===== src/rtl/serial_compare_nbit.sv =====
// Bit-serial magnitude comparator: walks both operands MSB-first, one bit per enabled
// clock, and stops at the first differing bit. Results stay held until the next start.
module serial_compare_nbit #(
    parameter int WIDTH  = 8,
    parameter int SIGNED = 0
) (
    input  logic             clk,
    input  logic             rst_n,
    input  logic             start,
    input  logic [WIDTH-1:0] A,
    input  logic [WIDTH-1:0] B,
    input  logic             G,
    output logic             busy,
    output logic             done,
    output logic             E,
    output logic             M,
    output logic             L
);

    localparam int IDX_W = (WIDTH > 1) ? $clog2(WIDTH) : 1;

    typedef enum logic [1:0] {
        IDLE    = 2'd0,
        COMPARE = 2'd1,
        DONE    = 2'd2
    } state_t;

    state_t             state_r;
    state_t             state_next_s;
    logic [WIDTH-1:0]   a_sr_r;
    logic [WIDTH-1:0]   b_sr_r;
    logic [IDX_W-1:0]   idx_r;
    logic               e_r;
    logic               m_r;
    logic               l_r;
    logic               busy_r;
    logic               done_r;

    logic               accept_s;
    logic               differ_s;
    logic               invert_s;
    logic               last_s;
    logic               bit_a_s;
    logic               bit_b_s;

    // The operands shift left, so the bit under examination is always the top bit.
    always_comb begin
        bit_a_s  = a_sr_r[WIDTH-1];
        bit_b_s  = b_sr_r[WIDTH-1];
        differ_s = bit_a_s ^ bit_b_s;
        last_s   = (idx_r == {IDX_W{1'b0}});
        invert_s = (SIGNED != 0) && (idx_r == IDX_W'(WIDTH - 1));
        accept_s = start && G && ((state_r == IDLE) || (state_r == DONE));
    end

    // Next-state logic.
    always_comb begin
        state_next_s = state_r;
        case (state_r)
            IDLE: begin
                if (accept_s) begin
                    state_next_s = COMPARE;
                end else begin
                    state_next_s = IDLE;
                end
            end
            COMPARE: begin
                if (G && (differ_s || last_s)) begin
                    state_next_s = DONE;
                end else begin
                    state_next_s = COMPARE;
                end
            end
            DONE: begin
                if (accept_s) begin
                    state_next_s = COMPARE;
                end else begin
                    state_next_s = IDLE;
                end
            end
            default: begin
                state_next_s = IDLE;
            end
        endcase
    end

    // State register.
    always_ff @(posedge clk or negedge rst_n) begin
        if (!rst_n) begin
            state_r <= IDLE;
        end else begin
            state_r <= state_next_s;
        end
    end

    // busy/done are registered from the next state so they line up with state_r.
    always_ff @(posedge clk or negedge rst_n) begin
        if (!rst_n) begin
            busy_r <= 1'b0;
            done_r <= 1'b0;
        end else begin
            busy_r <= (state_next_s == COMPARE);
            done_r <= (state_next_s == DONE);
        end
    end

    // Operand shift registers, bit index and held result flags.
    always_ff @(posedge clk or negedge rst_n) begin
        if (!rst_n) begin
            a_sr_r <= {WIDTH{1'b0}};
            b_sr_r <= {WIDTH{1'b0}};
            idx_r  <= {IDX_W{1'b0}};
            e_r    <= 1'b0;
            m_r    <= 1'b0;
            l_r    <= 1'b0;
        end else if (accept_s) begin
            a_sr_r <= A;
            b_sr_r <= B;
            idx_r  <= IDX_W'(WIDTH - 1);
            e_r    <= 1'b0;
            m_r    <= 1'b0;
            l_r    <= 1'b0;
        end else if ((state_r == COMPARE) && G) begin
            if (differ_s) begin
                // A set sign bit means the smaller value in two's complement.
                m_r <= invert_s ? bit_b_s : bit_a_s;
                l_r <= invert_s ? bit_a_s : bit_b_s;
            end else if (last_s) begin
                e_r <= 1'b1;
            end else begin
                a_sr_r <= {a_sr_r[WIDTH-2:0], 1'b0};
                b_sr_r <= {b_sr_r[WIDTH-2:0], 1'b0};
                idx_r  <= idx_r - IDX_W'(1);
            end
        end else begin
            a_sr_r <= a_sr_r;
            b_sr_r <= b_sr_r;
            idx_r  <= idx_r;
        end
    end

    assign busy = busy_r;
    assign done = done_r;
    assign E    = e_r;
    assign M    = m_r;
    assign L    = l_r;

endmodule


===== config.mk =====
export PLATFORM = sky130hd
export DESIGN_NAME = serial_compare_nbit
export DESIGN_NICKNAME = d
export VERILOG_FILES = /design/src/rtl/serial_compare_nbit.sv
export SDC_FILE = /design/constraint.sdc
export NUM_CORES = 1
export LEC_CHECK = 0
export ABC_AREA = 1
export CAP_MARGIN = 25
export CORE_MARGIN = 2
export CORE_UTILIZATION = 33
export DETAILED_ROUTE_END_ITERATION = 16
export PLACE_DENSITY = 0.55
export SYNTH_ARGS = -nofsm -noshare
export SYNTH_HDL_FRONTEND = slang
export SYNTH_SLANG_ARGS = --single-unit

===== constraint.sdc =====
create_clock -name clk -period 1.5 [get_ports clk]
set_input_delay 0.3 -clock clk [delete_from_list [all_inputs] [get_ports clk]]
set_output_delay 0.3 -clock clk [all_outputs]
set_load 0.02 [all_outputs]

# [Word-level counts from Yosys, hierarchy flattened]
# Cells that the tools add are included.
[totals] reg_bits=26 word_cells=57 in_bits=20 output_inout_bits=5
[op_classes] n_addsub=1 muxes=25 bitwise=1 eq_ne=6 reduce_logical=15
[ops] operator="$mux W8" n=8
[ops] operator="$mux W3" n=4
[ops] operator="$mux W1" n=11
[ops] operator="$reduce_and A3 Y1" n=2
[ops] operator="$reduce_bool A2 Y1" n=3
[ops] operator="$eq A2 B1 Y1 const B" n=2
[ops] operator="$eq A2 B2 Y1 const B" n=2
[ops] operator="$logic_and A1 B1 Y1" n=4
[ops] operator="$ne A2 B2 Y1 const B" n=2
[ops] operator="$pmux W2 S2" n=1
[ops] operator="$logic_not A3 Y1" n=1
[ops] operator="$sub A3 B1 Y3 const B" n=1
[ops] operator="$logic_not A2 Y1" n=1
[ops] operator="$logic_or A1 B1 Y1" n=2
[ops] operator="$mux W2" n=1
[ops] operator="$reduce_and A2 Y1" n=1
[ops] operator="$reduce_or A2 Y1" n=1
[ops] operator="$xor A1 B1 Y1" n=1

# [Logic depth before layout (Yosys ltp)]
# Gate-level depths: netlist (run 1).
[logic_depth] word_depth=6 ltp_mapped=8 ltp_nobuf=7

# [Worst setup path before layout (run 1)]
# No wires, ideal clock.
[synth_timing] kind="register -> register" from="register idx_r[0]" to="register a_sr_r[1]" path_slack_ns=0.204 synth_period_minus_slack_ns=1.296 n_path_buf=1 setup_time_ns=0.117 required_ns=1.383 path_stages_with_launch=9 arrival_time_ns=1.179 cell_sequence="dfrtp_1 inv_1 ha_1 inv_1 nor2_1 o21ai_4 buf_6 nand3_1 nand2_1"
[synth_via] elab_chain_cells=3
[synth_rtl] element="start: declaration" line="32" rtl="logic [IDX_W-1:0] idx_r;"
[synth_rtl] element="start signal: assignment" line="112" rtl="idx_r <= {IDX_W{1'b0}};"
[synth_rtl] element="start signal: assignment" line="119" rtl="idx_r <= IDX_W'(WIDTH - 1);"
[synth_rtl] element="start signal: assignment" line="133" rtl="idx_r <= idx_r - IDX_W'(1);"
[synth_rtl] element="$logic_not A3 Y1" line="51" rtl="last_s = (idx_r == {IDX_W{1'b0}});"
[synth_rtl] element="$ne A2 B2 Y1 (no line)"
[synth_rtl] element="$reduce_and A3 Y1 (no line)"
[synth_rtl] element="end signal: assignment" line="110" rtl="a_sr_r <= {WIDTH{1'b0}};"
[synth_rtl] element="end signal: assignment" line="131" rtl="a_sr_r <= {a_sr_r[WIDTH-2:0], 1'b0};"
[synth_rtl] element="end signal: assignment" line="136" rtl="a_sr_r <= a_sr_r;"
[synth_rtl] element="end: declaration" line="30" rtl="logic [WIDTH-1:0] a_sr_r;"
# Every way passes these cells.
# A chain may end at the register's enable or synchronous reset.

# [Worst setup path in the final report (run 1)]
[layout_timing] from="input start" to="register l_r (netlist: L)"
[layout_via] elab_chain_cells=4 word_cells_on_any_way=6 cone_classes="1 x mux; 5 x reduce/logical"
[layout_rtl] element="start: declaration" line="9" rtl="input logic start,"
[layout_rtl] element="$logic_and A1 B1 Y1 * (2 in series)" line="53" rtl="accept_s = start && G && ((state_r == IDLE) || (state_r == DONE));"
[layout_rtl] element="$reduce_bool A2 Y1 (no line)"
[layout_rtl] element="$reduce_and A2 Y1 (no line)"
[layout_rtl] element="end signal: assignment" line="127" rtl="l_r <= invert_s ? bit_a_s : bit_b_s;"
[layout_rtl] element="end: declaration" line="35" rtl="logic l_r;"
# Mark *: on every way between the ends. The rest lies on a longest branch, timed or not.

==> results of run 1 <==
sequential cells by signal (all words and copies together) (netlist names):
register	cells
a_sr_r	8
b_sr_r	8
idx_r	3
state_r	2
E	1
L	1
M	1
busy	1
done	1
power breakdown:
part,total [µW],switching (µW),internal [µW]
registers,1140,154,983
logic,1810,1010,793
clock network,404,224,180
layout make-up:
cell class	instances	share of cell area, %
clock buffers	3	2.11
inverters	11	2.11
multi-input cells	139	36.6
flip-flops and latches	26	33.2
well taps	52	3.32
repair buffers	42	22.6
per-stage QoR:
step	setup TNS (ns)	util (%)	hold slack (ns)	cells	worst slack [ns]
6_report	0	45.0	0.398	273	0.114
5_1_grt	0	45.0	0.440	273	0.0340
4_1_cts	0	43.0	0.415	270	0.00260
3_5_place_dp	-3.64	42.2	0.460	267	-0.237
3_3_place_gp	-3.36	42.2	0.458	267	-0.242
2_1_floorplan	0	-	0.00441	188	0.204
routing by layer:
metal  global-route usage [%]  vias up
met5                        0        -
met4                     6.08        0
met3                     2.56        6
met2                     23.2       33
met1                     22.0      629
li1                         -      687
repair_timing:
| action | CTS | global route |
|---|---|---|
| gates resized for setup | 3 | 10 |
| cloned | 0 | 2 |
| endpoints found under the setup margin | 3 | 17 |
| pin swaps | 0 | 1 |
| setup buffers | 0 | 2 |
cell families (layout without fill, tap and decap cells):
family / Yosys count / count (layout) / share of synthesized area [%]
adder cells (fa/ha/maj): 2 / 2 / 1.68
AND/OR/NAND/NOR: 133 / 133 / 43.3
buffers and inverters: 23 / 56 / 9.01
flip-flops: 26 / 26 / 43.8
AO/OA/AOI/OAI: 4 / 4 / 2.27
final timing paths:
kind	startpoint	end	slack, ns	cells past startpoint
setup / recovery	start	L	0.11	7
hold / removal	rst_n	idx_r[2]	0.40	2
setup reg to reg	idx_r[0]	b_sr_r[5]	0.14	8
hold reg to reg	L	L	0.47	2
max in group asynchronous	rst_n	a_sr_r[0]	0.84	2
min in group clk	L	L	0.47	2
layout by cell type (no fill, tap or decap), types with 4 or more instances in the layout:
master,n
inv_1,6
buf_4,13
nand3_1,33
nand4_1,14
clkdlybuf4s50_1,18
inv_2,5
nand2_1,74
dfrtp_1,26
nor2_1,4
==> load_flow_metrics.sql, run 1 <==
INSERT INTO impl_metrics (metric_group, metric, value, unit) VALUES
('route', 'detailroute.wirelength.met2', '1640', 'µm'),
('clocking', 'cts_buffers', '3', ''),
('route', 'detail_route.drc_violations', '0', ''),
('floorplanning', 'fp.coreArea', '4350', 'µm²'),
('logic_synthesis', 'synth_cells', '188', ''),
('route', 'post_drt_wl_per_cell', '13.3', 'µm'),
('worst_setup_path', 'critical_path_cell_list', 'clkdlybuf4s50_1, buf_4, nand2_1, nor2_1, o21ai_1, nand2_1, nand2_1', ''),
('flow_run', 'max-cap-violations', '0', ''),
('floorplanning', 'die_height', '71.1', 'µm'),
('cells_and_area', 'layout-drive-gt1-share', '16.3', '%'),
('logic_synthesis', 'yosys.cell_types.count', '17', ''),
('power', 'power_per_cell_area', '1710', 'nW/µm²'),
('global_route', 'antenna_found_initial', '0', ''),
('run_status', 'result_of_the_run', 'finished clean', ''),
('floorplanning', 'fp.dieArea', '5060', 'µm²'),
('clocking', 'tritoncts', 'yes', ''),
('logic_synthesis', 'count_of_flip_flops_with_a_built_in_enable_after_synthesis', '0', ''),
('placement', 'placed_cell_area', '1840', 'µm²'),
('route', 'met3_length', '146', 'µm'),
('logic_synthesis', 'synthMostInstantiatedCell', 'nand2_1', ''),
('sta', 'final_period_minus_worst_setup_slack', '1.39', 'ns'),
('floorplanning', 'boundaryPins', '25', ''),
('logic_synthesis', 'synth.largest_area_cell', 'dfrtp_1', ''),
('sta', 'unrepaired_setup_endpoints_after_global_routing', 'false', ''),
('route', 'postRouteWirelength', '3620', 'µm'),
('logic_synthesis', 'synth_top_area_share', '43.8', '%'),
('route', 'number_of_vias_after_detailed_routing', '1355', ''),
('route', 'topRoutingLayerUsed', 'met4', ''),
('floorplanning', 'floorplan.initialDensity', '34.1', '%'),
('sta', 'hold_viol', '0', ''),
('worst_setup_path', 'crit_arrival', '1.56', 'ns'),
('floorplanning', 'die-width', '71.1', 'µm'),
('worst_setup_path', 'crit_path_max_fanout', '15', ''),
('worst_setup_path', 'timing.critical_path.slowest_cell_delay', '0.55', 'ns'),
('cells_and_area', 'nNetsFinal', '245', ''),
('worst_setup_path', 'endpoint_kind', 'flip-flop', ''),
('sta', 'maxSlewHeadroom', '76.9', '%'),
('sta', 'report.final.slew_viol_count', '0', ''),
('logic_synthesis', 'synthFlopType', 'dfrtp_1', ''),
('logic_synthesis', 'ys_top_cells_by_area', 'dfrtp_1, nand2_1, nand3_1, nand4_1, nand3_4', ''),
('hold_path', 'worstHoldPathType', 'in2async', ''),
('route', 'drt-met1-wl', '1760', 'µm'),
('logic_synthesis', 'synth_top_cells_by_count', 'nand2_1, nand3_1, dfrtp_1', ''),
('sta', 'timing_worst_slew_pin_value', '0.346', 'ns'),
('placement', 'placement.io_buffers', '24', ''),
('route', 'detailedRoute.firstPassIterationCount', '4', ''),
('cells_and_area', 'layout.filler_cells', '441', ''),
('global_route', 'grtUsageTotal', '15.4', '%'),
('clocking', 'clk-insertion-delay-late', '0.27', 'ns'),
('worst_setup_path', 'worstPathBufferInverterCount', '2', ''),
('clocking', 'ctsHtreeMaxLevel', '1', ''),
('floorplanning', 'core.rowCount', '24', ''),
('placement', 'hpwl', '2380', 'µm'),
('route', 'detail_route.vias_per_cell', '4.96', ''),
('route', 'drt_iter0_drc', '71', ''),
('global_route', 'grt.overflow.total', '0', ''),
('logic_synthesis', 'synthesis.nets', '210', ''),
('sta', 'finClkSkew', '0.00489', 'ns'),
('clocking', 'clock_sink_count', '26', ''),
('worst_setup_path', 'cpMostUsedCell', 'nand2_1', ''),
('logic_synthesis', 'post_synth.cell_area_avg', '7.91', 'µm²'),
('cells_and_area', 'layout.area.seq', '651', 'µm²'),
('sta', 'maximum_clock_rate', '722', 'MHz'),
('cells_and_area', 'area.growth.synth_to_final', '31.7', '%'),
('power', 'report.power.total', '3350', 'µW'),
('sta', 'period_share', '92.4', '%'),
('cells_and_area', 'postLayoutCellArea', '1960', 'µm²'),
('worst_setup_path', 'critical_path.top_delay_family', 'buffers and inverters', ''),
('clocking', 'cts_hold_repair.buffers', '0', ''),
('sta', 'final_setup_violations', '0', ''),
('worst_setup_path', 'worst-endpoint-required', '1.67', 'ns');
Power figures use the tool's default switching activity.
==> run 2: changes to the inputs <==
--- a/config.mk
+++ b/config.mk
@@ -8,9 +8,10 @@
 export ABC_AREA = 1
 export CAP_MARGIN = 25
 export CORE_MARGIN = 2
-export CORE_UTILIZATION = 33
+export CORE_UTILIZATION = 45
+export CTS_BUF_LIST = sky130_fd_sc_hd__clkbuf_8 sky130_fd_sc_hd__clkbuf_16
 export DETAILED_ROUTE_END_ITERATION = 16
-export PLACE_DENSITY = 0.55
+export PLACE_DENSITY = 0.7
 export SYNTH_ARGS = -nofsm -noshare
 export SYNTH_HDL_FRONTEND = slang
 export SYNTH_SLANG_ARGS = --single-unit
==> run 2 against run 1 <==
  * Clock power rose by 16%
  * Largest power group unchanged
  * Largest cell class unchanged
  * Critical path depth rose by 1
  * Highest routed layer unchanged
  * Critical path type is now reg2reg
  * Die area fell by 25%
  * Cell area fell by 4.2%
  * Via count rose by 2.6%
==> load_flow_metrics.sql, run 2 (same netlist as run 1, synthesis figures left out) <==
INSERT INTO impl_metrics (metric_group, metric, value, unit) VALUES
('worst_setup_path', 'crit_arrival', '1.57', 'ns'),
('worst_setup_path', 'setup.worst_path.start_class', 'flip-flop', ''),
('clocking', 'cts_root_buffer', 'clkbuf_8', ''),
('route', 'detailedRoute.firstPassIterationCount', '4', ''),
('clocking', 'clock_sink_count', '26', ''),
('route', 'drt_iter0_drc', '49', ''),
('global_route', 'grt_first_pass_wirelength', '5620', 'µm'),
('clocking', 'clockBufferDepth', '2', ''),
('global_route', 'grtUsageTotal', '20.5', '%'),
('sta', 'finClkSkew', '0.00168', 'ns'),
('route', 'detail_route.vias_per_cell', '5.35', ''),
('clocking', 'cts_hold_repair.buffers', '0', ''),
('power', 'report.power.total', '3230', 'µW'),
('power', 'internal-power', '1830', 'µW'),
('clocking', 'clk-insertion-delay-late', '0.27', 'ns'),
('cells_and_area', 'layout_top_registers', 'a_sr_r (8), b_sr_r (8), idx_r (3)', ''),
('floorplanning', 'die-width', '61.5', 'µm'),
('sta', 'timing_worst_slew_pin_value', '0.341', 'ns'),
('power', 'power.sequential.fraction', '35.9', '%'),
('clocking', 'cts_buffers', '3', ''),
('floorplanning', 'die_height', '61.5', 'µm'),
('placement', 'routabilityCongestion', '0.804', ''),
('sta', 'final_period_minus_worst_setup_slack', '1.39', 'ns'),
('worst_setup_path', 'path_class', 'reg2reg', ''),
('placement', 'hpwl', '2330', 'µm'),
('route', 'number_of_vias_after_detailed_routing', '1390', ''),
('floorplanning', 'core.rowCount', '20', ''),
('power', 'switching_share', '43.3', '%'),
('cells_and_area', 'antenna-diode-count', '0', ''),
('floorplanning', 'boundaryPins', '25', ''),
('route', 'detail-route-antenna-nets', '0', ''),
('sta', 'maxSlewHeadroom', '77.2', '%'),
('sta', 'unrepaired_setup_endpoints_after_global_routing', 'true', ''),
('floorplanning', 'fp.dieArea', '3780', 'µm²'),
('worst_setup_path', 'endpoint_kind', 'flip-flop', ''),
('flow_run', 'max-cap-violations', '0', ''),
('global_route', 'antenna_found_initial', '0', ''),
('cells_and_area', 'area.growth.synth_to_final', '26.2', '%'),
('global_route', 'grt_max_degree', '27', ''),
('sta', 'report.final.slew_viol_count', '0', ''),
('cells_and_area', 'layout_commonest_cell', 'nand2_1', ''),
('route', 'detail_route.drc_violations', '0', ''),
('cells_and_area', 'nNetsFinal', '239', ''),
('power', 'power_per_cell_area', '1720', 'nW/µm²'),
('floorplanning', 'fp.coreArea', '3100', 'µm²'),
('global_route', 'grt.overflow.total', '0', ''),
('sta', 'final_setup_violations', '0', ''),
('global_route', 'first_global_vias', '1250', ''),
('worst_setup_path', 'crit_path_max_fanout', '17', ''),
('cells_and_area', 'layout-drive-gt1-share', '12.5', '%'),
('route', 'postRouteWirelength', '3530', 'µm'),
('run_status', 'result_of_the_run', 'finished clean', ''),
('sta', 'worst_hold_slack', '0.384', 'ns'),
('floorplanning', 'floorplan.initialDensity', '47.9', '%'),
('worst_setup_path', 'worst-endpoint-required', '1.67', 'ns'),
('cells_and_area', 'utilization', '60.4', '%'),
('sta', 'maximum_clock_rate', '717', 'MHz'),
('clocking', 'cts.reportedPaths.clkPinSlew', '0.09', 'ns'),
('hold_path', 'worstHoldPathType', 'in2async', ''),
('placement', 'placement.io_buffers', '24', ''),
('power', 'power.static_leakage', '0.000999', 'µW'),
('sta', 'hold_viol', '0', ''),
('clocking', 'tritoncts', 'yes', ''),
('route', 'post_drt_wl_per_cell', '13.6', 'µm'),
('clocking', 'ctsHtreeMaxLevel', '1', ''),
('power', 'net-switching-power', '1400', 'µW'),
('worst_setup_path', 'ff2ff_path_depth', '8', ''),
('sta', 'period_share', '92.9', '%'),
('power', 'share_comb_of_total_power', '49.6', '%'),
('cells_and_area', 'most_frequent_cells_in_the_layout', 'nand2_1, nand3_1, dfrtp_1', ''),
('power', 'clock_power_share', '14.5', '%'),
('power', 'irDropWorstVdd', '628', 'µV');
## run 2: cell count changes in the layout (fill, tap and decap cells not counted), sizes merged
cell and delta:
dlygate4sd2 +1, buf -5, clkbuf -1, dlymetal6s2s -1
nand3 +1
## run 2: metrics by stage
| step | cell area, µm² | std cells | setup WS (ns) | TNS, ns |
|---|---|---|---|---|
| 2_1_floorplan | 1490 | 188 | 0.204 | 0 |
| 5_1_grt | 1880 | 260 | -0.00983 | -0.0107 |
| 3_5_place_dp | 1800 | 255 | -0.191 | -3.26 |
| 6_report | 1880 | 260 | 0.106 | 0 |
| 3_3_place_gp | 1800 | 255 | -0.147 | -2.54 |
| 4_1_cts | 1850 | 259 | 0.00293 | 0 |
## run 2: path summary, 6_finish.rpt
check                          from        end  slack (ns)
setup / recovery           idx_r[0]   idx_r[0]        0.11
hold / removal                rst_n       done        0.38
setup reg to reg           idx_r[0]   idx_r[0]        0.11
hold reg to reg                   M          M        0.48
max in group asynchronous     rst_n  a_sr_r[3]        0.86
min in group clk                  M          M        0.48
## run 2: timing repair
action / 4_1_cts / 5_1_grt
endpoints found under the setup margin: 4 / 21
cloned: 0 / 1
setup buffers: 0 / 0
pin swaps: 0 / 1
resized for setup: 4 / 5
## run 2: cell type report
| class | count | area [µm²] |
|---|---|---|
| Fill cell | 306 | 1230 |
| Sequential cell | 26 | 651 |
| Multi-Input combinational cell | 140 | 722 |
| Clock buffer | 4 | 55.1 |
| Tap cell | 44 | 55.1 |
| Inverter | 11 | 41.3 |
| Timing Repair Buffer | 35 | 352 |
## run 2: power by group through the flow
stage          Clock (µW)  Combinational (µW)  Sequential [µW]
6_report              468                1600             1160
5_1_grt               505                1790             1190
4_1_cts               470                1550             1150
3_5_place_dp            0                1570             1170
3_3_place_gp            0                1520             1160
2_1_floorplan           0                1060             1200
## run 2: critical path, stage by stage, from the launching register on
cell and delay (ns):
dfrtp_1 0.41, inv_1 0.09, ha_1 0.18, inv_1 0.05
nor2_2 0.17, o21ai_4 0.09, buf_12 0.16, nand3_1 0.08
nand2_1 0.06
## run 2: layer usage
layer	vias to the layer above	track usage, %	wire (µm)	part of all wire, %
li1	678	-	-	-
met3	5	2.94	192	5.4
met2	45	34.0	1730	49
met1	662	26.4	1550	44
met5	-	0	0	0
met4	0	9.42	57	1.6
==> run 3: changes to the inputs <==
--- a/config.mk
+++ b/config.mk
@@ -12,6 +12,7 @@
 export CTS_BUF_LIST = sky130_fd_sc_hd__clkbuf_8 sky130_fd_sc_hd__clkbuf_16
 export DETAILED_ROUTE_END_ITERATION = 16
 export PLACE_DENSITY = 0.7
+export SETUP_SLACK_MARGIN = 0.05
 export SYNTH_ARGS = -nofsm -noshare
 export SYNTH_HDL_FRONTEND = slang
 export SYNTH_SLANG_ARGS = --single-unit
==> run 3 against run 2 <==
  * Clock-buffer cell count is the same
  * Non-clock buffer count grew 1
  * Critical path depth is the same
  * Global-route usage is the same
  * Largest power group unchanged
==> load_flow_metrics.sql, run 3 (same netlist as run 1, synthesis figures left out) <==
INSERT INTO impl_metrics (metric_group, metric, value, unit) VALUES
('floorplanning', 'fp.dieArea', '3780', 'µm²'),
('clocking', 'clock_sink_count', '26', ''),
('cells_and_area', 'most_frequent_cells_in_the_layout', 'nand2_1, nand3_1, dfrtp_1', ''),
('floorplanning', 'die-width', '61.5', 'µm'),
('sta', 'worst_hold_slack', '0.384', 'ns'),
('global_route', 'first_global_vias', '1250', ''),
('power', 'power.static_leakage', '0.000996', 'µW'),
('power', 'power_per_cell_area', '1720', 'nW/µm²'),
('worst_setup_path', 'crit_arrival', '1.57', 'ns'),
('worst_setup_path', 'worst-endpoint-required', '1.72', 'ns'),
('route', 'drt_iter0_drc', '55', ''),
('global_route', 'antenna_found_initial', '0', ''),
('sta', 'timing_worst_slew_pin_value', '0.339', 'ns'),
('floorplanning', 'fp.coreArea', '3100', 'µm²'),
('placement', 'cell_count_after_placement', '255', ''),
('route', 'detailedRoute.firstPassIterationCount', '5', ''),
('global_route', 'grt_max_degree', '27', ''),
('cells_and_area', 'utilization', '60.8', '%'),
('sta', 'hold_viol', '0', ''),
('power', 'share_comb_of_total_power', '50.4', '%'),
('power', 'switching_share', '43.2', '%'),
('worst_setup_path', 'setup.worst_path.start_class', 'flip-flop', ''),
('placement', 'routabilityCongestion', '0.804', ''),
('worst_setup_path', 'crit_path_max_fanout', '17', ''),
('sta', 'maxSlewHeadroom', '77.4', '%'),
('placement', 'preCtsSetupSlack', '-0.191', 'ns'),
('clocking', 'cts.reportedPaths.clkPinSlew', '0.09', 'ns'),
('route', 'detail-route-antenna-nets', '0', ''),
('cells_and_area', 'antenna-diode-count', '0', ''),
('power', 'irDropWorstVdd', '629', 'µV'),
('sta', 'report.final.slew_viol_count', '0', ''),
('cells_and_area', 'layout_commonest_cell', 'nand2_1', ''),
('sta', 'unrepaired_setup_endpoints_after_global_routing', 'false', ''),
('clocking', 'cts_hold_repair.buffers', '0', ''),
('worst_setup_path', 'path_class', 'reg2reg', ''),
('route', 'postRouteWirelength', '3520', 'µm'),
('route', 'detail_route.drc_violations', '0', ''),
('global_route', 'grt_first_pass_wirelength', '5620', 'µm'),
('floorplanning', 'floorplan.initialDensity', '47.9', '%'),
('sta', 'postLayoutSetupSlackWorst', '0.149', 'ns'),
('power', 'clock_power_share', '14.1', '%'),
('power', 'report.power.total', '3250', 'µW'),
('power', 'net-switching-power', '1400', 'µW'),
('cells_and_area', 'stdcell_count', '261', ''),
('route', 'number_of_vias_after_detailed_routing', '1378', ''),
('run_status', 'result_of_the_run', 'finished clean', ''),
('sta', 'finClkSkew', '0.00135', 'ns'),
('power', 'internal-power', '1850', 'µW'),
('hold_path', 'worstHoldPathType', 'in2async', ''),
('floorplanning', 'core.rowCount', '20', ''),
('sta', 'final_setup_violations', '0', ''),
('clocking', 'clockBufferDepth', '2', ''),
('clocking', 'clk-insertion-delay-late', '0.27', 'ns'),
('floorplanning', 'boundaryPins', '25', ''),
('worst_setup_path', 'critical_path_cell_list', 'inv_1, ha_1, inv_1, nor2_4, o21ai_4, buf_12, nand3_1, nand2_1', ''),
('sta', 'maximum_clock_rate', '740', 'MHz'),
('floorplanning', 'die_height', '61.5', 'µm'),
('clocking', 'cts_root_buffer', 'clkbuf_8', ''),
('cells_and_area', 'layout-drive-gt1-share', '13.4', '%'),
('placement', 'hpwl', '2330', 'µm'),
('worst_setup_path', 'cpMostUsedCell', 'inv_1', ''),
('flow_run', 'max-cap-violations', '0', ''),
('clocking', 'tritoncts', 'yes', ''),
('placement', 'placement.io_buffers', '24', ''),
('cells_and_area', 'nNetsFinal', '240', ''),
('global_route', 'grt.overflow.total', '0', ''),
('clocking', 'cts_buffers', '3', ''),
('cells_and_area', 'layout_top_registers', 'a_sr_r (8), b_sr_r (8), idx_r (3)', ''),
('cells_and_area', 'area.growth.synth_to_final', '26.9', '%'),
('route', 'detail_route.vias_per_cell', '5.28', ''),
('worst_setup_path', 'timing.critical_path.slowest_cell_delay', '0.36', 'ns'),
('sta', 'final_period_minus_worst_setup_slack', '1.35', 'ns'),
('sta', 'period_share', '90.1', '%'),
('global_route', 'grtUsageTotal', '20.5', '%'),
('worst_setup_path', 'endpoint_kind', 'flip-flop', ''),
('clocking', 'ctsHtreeMaxLevel', '1', ''),
('power', 'power.sequential.fraction', '35.5', '%'),
('route', 'post_drt_wl_per_cell', '13.5', 'µm'),
('worst_setup_path', 'slowest_stage', 'dfrtp_1', '');
run 3: cell type report:
type / count / area (µm²)
timing repair buffer: 36 / 355
tap: 44 / 55.1
inverter: 11 / 41.3
fill: 307 / 1220
sequential: 26 / 651
clock buffer: 4 / 55.1
multi-input combinational: 140 / 729
run 3: per-stage QoR:
stage               setup TNS [ns]  area [µm²]
finish                           0        1890
global route                     0        1890
CTS                              0        1850
detailed placement           -3.26        1800
global placement             -2.54        1800
floorplan                        0        1490
run 3: what timing repair did:
item                       4_1_cts  5_1_grt
resized for setup                6        5
pin swaps                        0        1
setup endpoints to repair       20       21
buffers inserted                 0        1
gates cloned                     0        1
run 3: routing by layer:
metal	global-route usage (%)	vias up	wire length, µm
li1	-	681	-
met1	26.4	665	1630
met2	34.0	28	1710
met3	2.94	4	132
met4	9.42	0	53
met5	0	-	0
run 3: worst paths after layout:
check | start | slack (ns) | cells after the start | end
setup / recovery | idx_r[0] | 0.15 | 8 | idx_r[0]
hold / removal | rst_n | 0.38 | 2 | idx_r[0]
setup reg to reg | idx_r[0] | 0.15 | 8 | idx_r[0]
hold reg to reg | M | 0.48 | 2 | M
max in group asynchronous | rst_n | 0.86 | 2 | b_sr_r[2]
min in group clk | M | 0.48 | 2 | M
run 3: worst max-delay path, delay by kind of cell, from the launching register on:
family / cells / cell delay [ns]
DFF: 1 / 0.36
adders and majority gates: 1 / 0.22
and+or+nand+nor: 3 / 0.22
AOI/OAI and AO/OA: 1 / 0.17
buffers and inverters: 3 / 0.32
run 3: power by group through the flow:
stage | registers, µW | logic, µW | clock network (µW)
CTS | 1160 | 1550 | 470
global placement | 1160 | 1520 | 0
floorplan | 1200 | 1060 | 0
global route | 1190 | 1830 | 504
detailed placement | 1170 | 1570 | 0
finish | 1160 | 1640 | 459
